## src/rtl/axi4_mst_bridge_if.sv

```systemverilog
// Bridge-facing bundle: simple request/response side plus the AXI4 master channel structs.
interface axi4_mst_bridge_if #(
    parameter int ADDR_BITS = 32,
    parameter int DATA_BITS = 64,
    parameter int ID_BITS   = 4,
    parameter int USER_BITS = 1
);
    localparam int DATA_BYTES = DATA_BITS / 8;

    typedef struct packed {
        logic                 aw_ready;
        logic                 w_ready;
        logic                 b_valid;
        logic [1:0]           b_resp;
        logic [ID_BITS-1:0]   b_id;
        logic [USER_BITS-1:0] b_user;
        logic                 ar_ready;
        logic                 r_valid;
        logic [1:0]           r_resp;
        logic [DATA_BITS-1:0] r_data;
        logic                 r_last;
        logic [ID_BITS-1:0]   r_id;
        logic [USER_BITS-1:0] r_user;
    } axi4_master_in_type;

    typedef struct packed {
        logic                  aw_valid;
        logic [ADDR_BITS-1:0]  aw_addr;
        logic [7:0]            aw_len;
        logic [2:0]            aw_size;
        logic [1:0]            aw_burst;
        logic [ID_BITS-1:0]    aw_id;
        logic [USER_BITS-1:0]  aw_user;
        logic                  w_valid;
        logic [DATA_BITS-1:0]  w_data;
        logic [DATA_BYTES-1:0] w_strb;
        logic                  w_last;
        logic [USER_BITS-1:0]  w_user;
        logic                  b_ready;
        logic                  ar_valid;
        logic [ADDR_BITS-1:0]  ar_addr;
        logic [7:0]            ar_len;
        logic [2:0]            ar_size;
        logic [1:0]            ar_burst;
        logic [ID_BITS-1:0]    ar_id;
        logic [USER_BITS-1:0]  ar_user;
        logic                  r_ready;
    } axi4_master_out_type;

    axi4_master_in_type    i_msti;
    axi4_master_out_type   o_msto;

    logic                  i_req_valid;
    logic                  o_req_ready;
    logic                  i_req_write;
    logic [ADDR_BITS-1:0]  i_req_addr;
    logic [7:0]            i_req_len;
    logic                  i_wvalid;
    logic [DATA_BITS-1:0]  i_wdata;
    logic [DATA_BYTES-1:0] i_wstrb;
    logic                  o_wready;
    logic                  o_resp_valid;
    logic [DATA_BITS-1:0]  o_resp_rdata;
    logic                  o_resp_err;
    logic                  o_resp_last;
    logic                  i_resp_ready;

    // master: the bridge itself; slave: the requester plus the AXI fabric around it
    modport master (
        input  i_msti, i_req_valid, i_req_write, i_req_addr, i_req_len,
               i_wvalid, i_wdata, i_wstrb, i_resp_ready,
        output o_msto, o_req_ready, o_wready, o_resp_valid, o_resp_rdata,
               o_resp_err, o_resp_last
    );

    modport slave (
        output i_msti, i_req_valid, i_req_write, i_req_addr, i_req_len,
               i_wvalid, i_wdata, i_wstrb, i_resp_ready,
        input  o_msto, o_req_ready, o_wready, o_resp_valid, o_resp_rdata,
               o_resp_err, o_resp_last
    );
endinterface

```

## src/rtl/axi4_mst_bridge.sv

```systemverilog
// Request/response to AXI4 master bridge, one INCR burst outstanding at a time.
// Optional sticky error-address capture under `define AXI4_MST_BRIDGE_ERRCAPT_EN.
module axi4_mst_bridge #(
    parameter int CFG_SYSBUS_ADDR_BITS = 32,
    parameter int CFG_SYSBUS_DATA_BITS = 64,
    parameter int ID_BITS              = 4,
    parameter int USER_BITS            = 1,
    parameter int req_id               = 0,
    parameter int user_bits            = 0
) (
    input  logic                            i_clk,
    input  logic                            i_rst,
`ifdef AXI4_MST_BRIDGE_ERRCAPT_EN
    input  logic                            i_err_clr,
    output logic                            o_err_valid,
    output logic [CFG_SYSBUS_ADDR_BITS-1:0] o_err_addr,
`endif
    axi4_mst_bridge_if.master               bus
);
    localparam int DATA_BYTES = CFG_SYSBUS_DATA_BITS / 8;
    localparam int SIZE_LOG2  = $clog2(DATA_BYTES);

    typedef enum logic [2:0] {IDLE, AR, R, AW, W, B, ERR} state_t;

    state_t                          state, state_n;
    logic [CFG_SYSBUS_ADDR_BITS-1:0] addr_q;
    logic [7:0]                      len_q;
    logic [7:0]                      beat_cnt, beat_cnt_n;
    logic                            req_fire;
    logic [12:0]                     span;
    logic                            cross_4k;
    logic                            unused_msti;

    assign req_fire = bus.i_req_valid & bus.o_req_ready;
    // end offset of the burst within its 4 KB page; exactly 4096 still fits
    assign span     = 13'(bus.i_req_addr[11:0]) + ((13'(bus.i_req_len) + 13'd1) << SIZE_LOG2);
    assign cross_4k = span > 13'd4096;

    assign unused_msti = ^{bus.i_msti.b_id, bus.i_msti.b_user, bus.i_msti.r_id,
                           bus.i_msti.r_user, bus.i_msti.b_resp[0], bus.i_msti.r_resp[0]};

    always_ff @(posedge i_clk or posedge i_rst) begin
        if (i_rst) begin
            state    <= IDLE;
            beat_cnt <= '0;
            addr_q   <= '0;
            len_q    <= '0;
        end else begin
            state    <= state_n;
            beat_cnt <= beat_cnt_n;
            if (req_fire) begin
                addr_q <= bus.i_req_addr;
                len_q  <= bus.i_req_len;
            end
        end
    end

    always_comb begin
        state_n          = state;
        beat_cnt_n       = beat_cnt;
        bus.o_msto       = '0;
        bus.o_req_ready  = 1'b0;
        bus.o_wready     = 1'b0;
        bus.o_resp_valid = 1'b0;
        bus.o_resp_rdata = '0;
        bus.o_resp_err   = 1'b0;
        bus.o_resp_last  = 1'b0;
        case (state)
            IDLE: begin
                bus.o_req_ready = ~i_rst;
                if (req_fire) begin
                    beat_cnt_n = '0;
                    if (cross_4k)             state_n = ERR;
                    else if (bus.i_req_write) state_n = AW;
                    else                      state_n = AR;
                end
            end
            AR: begin
                bus.o_msto.ar_valid = 1'b1;
                bus.o_msto.ar_addr  = addr_q;
                bus.o_msto.ar_len   = len_q;
                bus.o_msto.ar_size  = 3'(SIZE_LOG2);
                bus.o_msto.ar_burst = 2'b01;
                bus.o_msto.ar_id    = ID_BITS'(req_id);
                bus.o_msto.ar_user  = USER_BITS'(user_bits);
                if (bus.i_msti.ar_ready) state_n = R;
            end
            R: begin
                // completion is keyed on r_last alone so a miscounting slave cannot wedge us
                bus.o_msto.r_ready = bus.i_resp_ready;
                bus.o_resp_valid   = bus.i_msti.r_valid;
                bus.o_resp_rdata   = bus.i_msti.r_data;
                bus.o_resp_last    = bus.i_msti.r_last;
                bus.o_resp_err     = bus.i_msti.r_resp[1];
                if (bus.i_msti.r_valid & bus.i_resp_ready & bus.i_msti.r_last) state_n = IDLE;
            end
            AW: begin
                bus.o_msto.aw_valid = 1'b1;
                bus.o_msto.aw_addr  = addr_q;
                bus.o_msto.aw_len   = len_q;
                bus.o_msto.aw_size  = 3'(SIZE_LOG2);
                bus.o_msto.aw_burst = 2'b01;
                bus.o_msto.aw_id    = ID_BITS'(req_id);
                bus.o_msto.aw_user  = USER_BITS'(user_bits);
                if (bus.i_msti.aw_ready) state_n = W;
            end
            W: begin
                bus.o_msto.w_valid = bus.i_wvalid;
                bus.o_msto.w_data  = bus.i_wdata;
                bus.o_msto.w_strb  = bus.i_wstrb;
                bus.o_msto.w_last  = (beat_cnt == len_q);
                bus.o_msto.w_user  = USER_BITS'(user_bits);
                bus.o_wready       = bus.i_msti.w_ready;
                if (bus.i_wvalid & bus.i_msti.w_ready) begin
                    beat_cnt_n = beat_cnt + 8'd1;
                    if (beat_cnt == len_q) state_n = B;
                end
            end
            B: begin
                bus.o_msto.b_ready = bus.i_resp_ready;
                bus.o_resp_valid   = bus.i_msti.b_valid;
                bus.o_resp_err     = bus.i_msti.b_resp[1];
                bus.o_resp_last    = 1'b1;
                if (bus.i_msti.b_valid & bus.i_resp_ready) state_n = IDLE;
            end
            ERR: begin
                bus.o_resp_valid = 1'b1;
                bus.o_resp_err   = 1'b1;
                bus.o_resp_last  = 1'b1;
                if (bus.i_resp_ready) state_n = IDLE;
            end
            default: state_n = IDLE;
        endcase
    end

`ifdef AXI4_MST_BRIDGE_ERRCAPT_EN
    logic resp_err_hs;
    assign resp_err_hs = bus.o_resp_valid & bus.o_resp_err & bus.i_resp_ready;

    // first error sticks; a clear in the same cycle as a new error yields to the error
    always_ff @(posedge i_clk or posedge i_rst) begin
        if (i_rst) begin
            o_err_valid <= 1'b0;
            o_err_addr  <= '0;
        end else if (resp_err_hs && (!o_err_valid || i_err_clr)) begin
            o_err_valid <= 1'b1;
            o_err_addr  <= addr_q;
        end else if (i_err_clr) begin
            o_err_valid <= 1'b0;
        end
    end
`endif
endmodule

```

## src/flat_wrapper.sv

```systemverilog
// flat-port wrapper written by rule: the top's interface ports become plain ports
module axi4_mst_bridge_flat 
#(
    parameter int CFG_SYSBUS_ADDR_BITS = 32,
    parameter int CFG_SYSBUS_DATA_BITS = 64,
    parameter int ID_BITS              = 4,
    parameter int USER_BITS            = 1,
    parameter int req_id               = 0,
    parameter int user_bits            = 0
)
  (i_clk, i_rst, bus_i_msti, bus_i_req_valid, bus_i_req_write, bus_i_req_addr, bus_i_req_len, bus_i_wvalid, bus_i_wdata, bus_i_wstrb, bus_i_resp_ready, bus_o_msto, bus_o_req_ready, bus_o_wready, bus_o_resp_valid, bus_o_resp_rdata, bus_o_resp_err, bus_o_resp_last);
  axi4_mst_bridge_if #(.ID_BITS(ID_BITS), .USER_BITS(USER_BITS)) bus_i ();
  input  logic i_clk;
  input  logic i_rst;
  input wire logic [$bits(bus_i.i_msti)-1:0] bus_i_msti;
  input wire logic [$bits(bus_i.i_req_valid)-1:0] bus_i_req_valid;
  input wire logic [$bits(bus_i.i_req_write)-1:0] bus_i_req_write;
  input wire logic [$bits(bus_i.i_req_addr)-1:0] bus_i_req_addr;
  input wire logic [$bits(bus_i.i_req_len)-1:0] bus_i_req_len;
  input wire logic [$bits(bus_i.i_wvalid)-1:0] bus_i_wvalid;
  input wire logic [$bits(bus_i.i_wdata)-1:0] bus_i_wdata;
  input wire logic [$bits(bus_i.i_wstrb)-1:0] bus_i_wstrb;
  input wire logic [$bits(bus_i.i_resp_ready)-1:0] bus_i_resp_ready;
  output wire logic [$bits(bus_i.o_msto)-1:0] bus_o_msto;
  output wire logic [$bits(bus_i.o_req_ready)-1:0] bus_o_req_ready;
  output wire logic [$bits(bus_i.o_wready)-1:0] bus_o_wready;
  output wire logic [$bits(bus_i.o_resp_valid)-1:0] bus_o_resp_valid;
  output wire logic [$bits(bus_i.o_resp_rdata)-1:0] bus_o_resp_rdata;
  output wire logic [$bits(bus_i.o_resp_err)-1:0] bus_o_resp_err;
  output wire logic [$bits(bus_i.o_resp_last)-1:0] bus_o_resp_last;
  assign bus_i.i_msti = bus_i_msti;
  assign bus_i.i_req_valid = bus_i_req_valid;
  assign bus_i.i_req_write = bus_i_req_write;
  assign bus_i.i_req_addr = bus_i_req_addr;
  assign bus_i.i_req_len = bus_i_req_len;
  assign bus_i.i_wvalid = bus_i_wvalid;
  assign bus_i.i_wdata = bus_i_wdata;
  assign bus_i.i_wstrb = bus_i_wstrb;
  assign bus_i.i_resp_ready = bus_i_resp_ready;
  assign bus_o_msto = bus_i.o_msto;
  assign bus_o_req_ready = bus_i.o_req_ready;
  assign bus_o_wready = bus_i.o_wready;
  assign bus_o_resp_valid = bus_i.o_resp_valid;
  assign bus_o_resp_rdata = bus_i.o_resp_rdata;
  assign bus_o_resp_err = bus_i.o_resp_err;
  assign bus_o_resp_last = bus_i.o_resp_last;
  axi4_mst_bridge #(.CFG_SYSBUS_ADDR_BITS(CFG_SYSBUS_ADDR_BITS), .CFG_SYSBUS_DATA_BITS(CFG_SYSBUS_DATA_BITS), .ID_BITS(ID_BITS), .USER_BITS(USER_BITS), .req_id(req_id), .user_bits(user_bits)) u_core (.i_clk(i_clk), .i_rst(i_rst), .bus(bus_i));
endmodule
```

## config.mk

```make
export PLATFORM = sky130hd
export DESIGN_NAME = axi4_mst_bridge_flat
export DESIGN_NICKNAME = d
export VERILOG_FILES = /design/src/rtl/axi4_mst_bridge_if.sv /design/src/rtl/axi4_mst_bridge.sv /design/src/flat_wrapper.sv
export SDC_FILE = /design/constraint.sdc
export NUM_CORES = 1
export LEC_CHECK = 0
export ABC_AREA = 1
export CAP_MARGIN = 20
export CORE_AREA = 2 2 177 179
export CTS_CLUSTER_DIAMETER = 150
export DETAILED_ROUTE_END_ITERATION = 8
export DIE_AREA = 0 0 179 181
export PLACE_DENSITY = 0.45
export SETUP_SLACK_MARGIN = 0.02
export SLEW_MARGIN = 10
export SYNTH_ARGS = -nofsm -noshare
export SYNTH_HDL_FRONTEND = slang
export SYNTH_SLANG_ARGS = --single-unit
```

## constraint.sdc

```tcl
create_clock -name i_clk -period 1.5 [get_ports i_clk]
set_input_delay 0.3 -clock i_clk [delete_from_list [all_inputs] [get_ports i_clk]]
set_output_delay 0.3 -clock i_clk [all_outputs]
set_load 0.005 [all_outputs]
```

==> reports/summary.txt <==
Starting density of the core = 15.42%
Port buffer count = 422
Vias = 7161
Violated checks = negative setup slack
Post-synth EDFFs = 0
Total track usage = 16.62%
Top cell type's share of synthesized area = 27.27%
Placed cell area = 0.01012 mm²
Post-synthesis instance total = 828
Worst setup EP type = output port
Maximum clock rate = 0.4621 GHz
TritonCTS Buffers = 5
Mapped Avg Cell Area = 5.652 µm²
Clock latency on the worst-skew pair = 0.29 ns
Die Ht = 181 µm
Row count = 64
Syn. warnings = 0
Sequential power share = 14.2%
Seq/Total Area, Yosys = 27.27%
Combinational power share = 78.9%
Synth cell types = 36
Remaining Overflow, GRT = 0
Final setup viols = 284
Fin crit share = 144.3%
Worst-path clk slew = 0.07 ns
Hold Violations, Final = 0
Fin worst setup slack = -0.6640 ns
Tot Pwr = 16.50 mW
Syn-to-layout area delta = 178.2%
Initial antenna violation count = 3
Pwr/cell area = 1267 mW/mm²
DRT antenna net count = 0
Time the worst path needs with I/O delays and setup = 2.164 ns
CTS tree = done
Top_reg_cell synth = dfrtp_1
Asr flop ratio synth = 100.0%
Max-cap violations = 0
Initial DRC Count = 176
Dominant cell by count in the synthesized netlist = nor2_1
Clock sinks = 51
Largest net degree at the start of global routing = 29
Sw Share = 42.87%
Overall routed net length = 29.71 mm
Ranking of synthesized cells by area = dfrtp_1 27%, nor2_1 20%, inv_1 18%
Crit-path max FO = 6
Cell area after layout = 0.01302 mm²
RSZ-0062 raised after global routing = yes
CP Class = register to output port
Hold depth = 4
Leak = 6.587 nW
Max-slew violations = 0
Synthesis-stage register bit count = 51
Die area = 0.03240 mm²
Number of global-route vias before repair = 6996
CP arrival = 1.86 ns
Core box area = 0.03035 mm²
Sw Pwr = 7.071 mW
Post-Syn Area = 0.004679 mm²
Cell-internal power = 9.425 mW
Worst Reg-to-Reg Cells = 13
DR WL/cell = 16.07 µm
Clock Skews = 0.002533 ns
VDD IR max = 0.5948 mV
H-Tree Level Count = 2
Fin Setup TNS = -139.29 ns
Hold Crit Class = input pin to register
Status = finished, violations left
Crit start category = register
Clock power frac = 7.0%
CP required = 1.20 ns
Placer Congestion = 0.8577
Clock buffer depth = 2
Layout cells sized above 1 = 51.17%
Dominant cell type by area after synthesis = dfrtp_1
First-pass GRT wire length = 41.13 mm
Commonest cells post-synth = 249 x nor2_1, 227 x inv_1, 109 x nand2_1, 51 x dfrtp_1, 47 x o21ai_0
Vias per inst = 3.873
I/O pins = 450
Detail Placement HPWL = 21.96 mm
DRC errors left = 0
DR pass1 iterations = 4
Final #Nets = 1665
Die Wd = 179 µm
Root buf cell = clkbuf_16
[power by group through the flow]
stage               clock [mW]  combinational, mW  sequential [mW]
floorplan                    0               3.26             2.27
global placement             0               8.47             2.32
detailed placement           0               8.45             2.33
CTS                       1.19               10.2             2.33
global route              1.25               14.0             2.40
finish                    1.15               13.0             2.33
[sequential cells by signal (all words and copies together), names as in the netlist]
signal           count
u_core.addr_q       32
u_core.len_q         8
u_core.state         3
u_core.beat_cnt      8
[kinds of logic (layout without fill, tap and decap cells)]
kind of cell / Yosys count / in the layout / share of synthesized area [%]
and+or+nand+nor: 408 / 408 / 35.27
buffers and inverters: 283 / 893 / 24.79
xor gates and xnor gates: 9 / 9 / 1.685
DFF: 51 / 51 / 27.27
other: 1 / 16 / 0.08014
AOI/OAI and AO/OA: 64 / 64 / 7.540
adders and majority gates: 12 / 12 / 3.369
[worst max-delay path, stage by stage, from the launching register on]
cell and delay, ns:
dfrtp_2 0.47, nor2_4 0.15, inv_2 0.06, nor2_4 0.14, clkinv_4 0.10, buf_8 0.15, buf_16 0.14, buf_4 0.14
nor2_2 0.08, buf_2 0.13
[placed cells by master (no fill, tap or decap), drive strengths merged]
cell type	n
o211ai	2
dlymetal6s2s	6
clkinvlp	2
xnor2	1
o31ai	2
or2	1
nand3	26
inv	227
nand4	6
nand3b	1
fa	1
dlygate4sd2	3
nor3	9
clkdlybuf4s15	11
xor2	8
buf	440
clkbuf	21
nor2	253
clkinv	3
diode	1
clkdlybuf4s50	180
o21ai	50
nand2	110
a31oi	1
dfrtp	51
ha	11
nor4	2
a21oi	8
conb	15
a221o	1
[repair_timing]
action / in CTS / in global routing
pin swaps: 29 / 59
gates resized for setup: 878 / 708
buffers inserted: 61 / 72
hold buffers: 0 / 0
cloned: 16 / 6
setup endpoints to repair: 284 / 284
[through the flow]
| stage | cells | hold slack (ns) | setup WS [ns] | utilization, % |
|---|---|---|---|---|
| after global placement | 1706 | 0.5063 | -1.361 | 33.35 |
| after global routing | 1848 | 0.3914 | -0.7469 | 42.89 |
| after floorplan | 842 | 0.3487 | -0.5388 | - |
| after CTS | 1791 | 0.3527 | -0.7389 | 37.37 |
| after detailed placement | 1706 | 0.5240 | -1.406 | 33.35 |
| final | 1849 | 0.3599 | -0.6640 | 42.90 |
[worst paths after layout]
check | start | to | slack, ns
setup / recovery | u_core.state[1]$_DFFE_PP0P_ | bus_o_msto[83] | -0.66
hold / removal | bus_i_req_len[0] | u_core.len_q[0]$_DFFE_PP0P_ | 0.36
setup reg to reg | u_core.state[1]$_DFFE_PP0P_ | u_core.state[0]$_DFFE_PP0P_ | -0.56
hold reg to reg | u_core.addr_q[28]$_DFFE_PP0P_ | u_core.addr_q[28]$_DFFE_PP0P_ | 0.54
max in group asynchronous | i_rst | u_core.addr_q[21]$_DFFE_PP0P_ | 0.58
min in group asynchronous | i_rst | u_core.state[2]$_DFFE_PP0P_ | 0.74
[area by class of cell]
type | count | area (µm²)
multi-input combinational | 508 | 3794
fill | 3138 | 17330
clock buffer | 6 | 128.9
clock inverter | 2 | 12.51
timing repair buffer | 655 | 6411
antenna | 1 | 2.502
sequential | 51 | 1280
inverter | 230 | 894.6
tap | 396 | 495.5
[routing by layer]
| layer | part of all wire (%) | GRT usage [%] | routed length [µm] |
|---|---|---|---|
| met5 | 0.091 | 0 | 27 |
| met4 | 2.0 | 3.480 | 596 |
| met3 | 8.4 | 4.188 | 2505 |
| met2 | 49 | 29.06 | 14430 |
| met1 | 41 | 20.39 | 12160 |
Power figures use the tool's default switching activity.
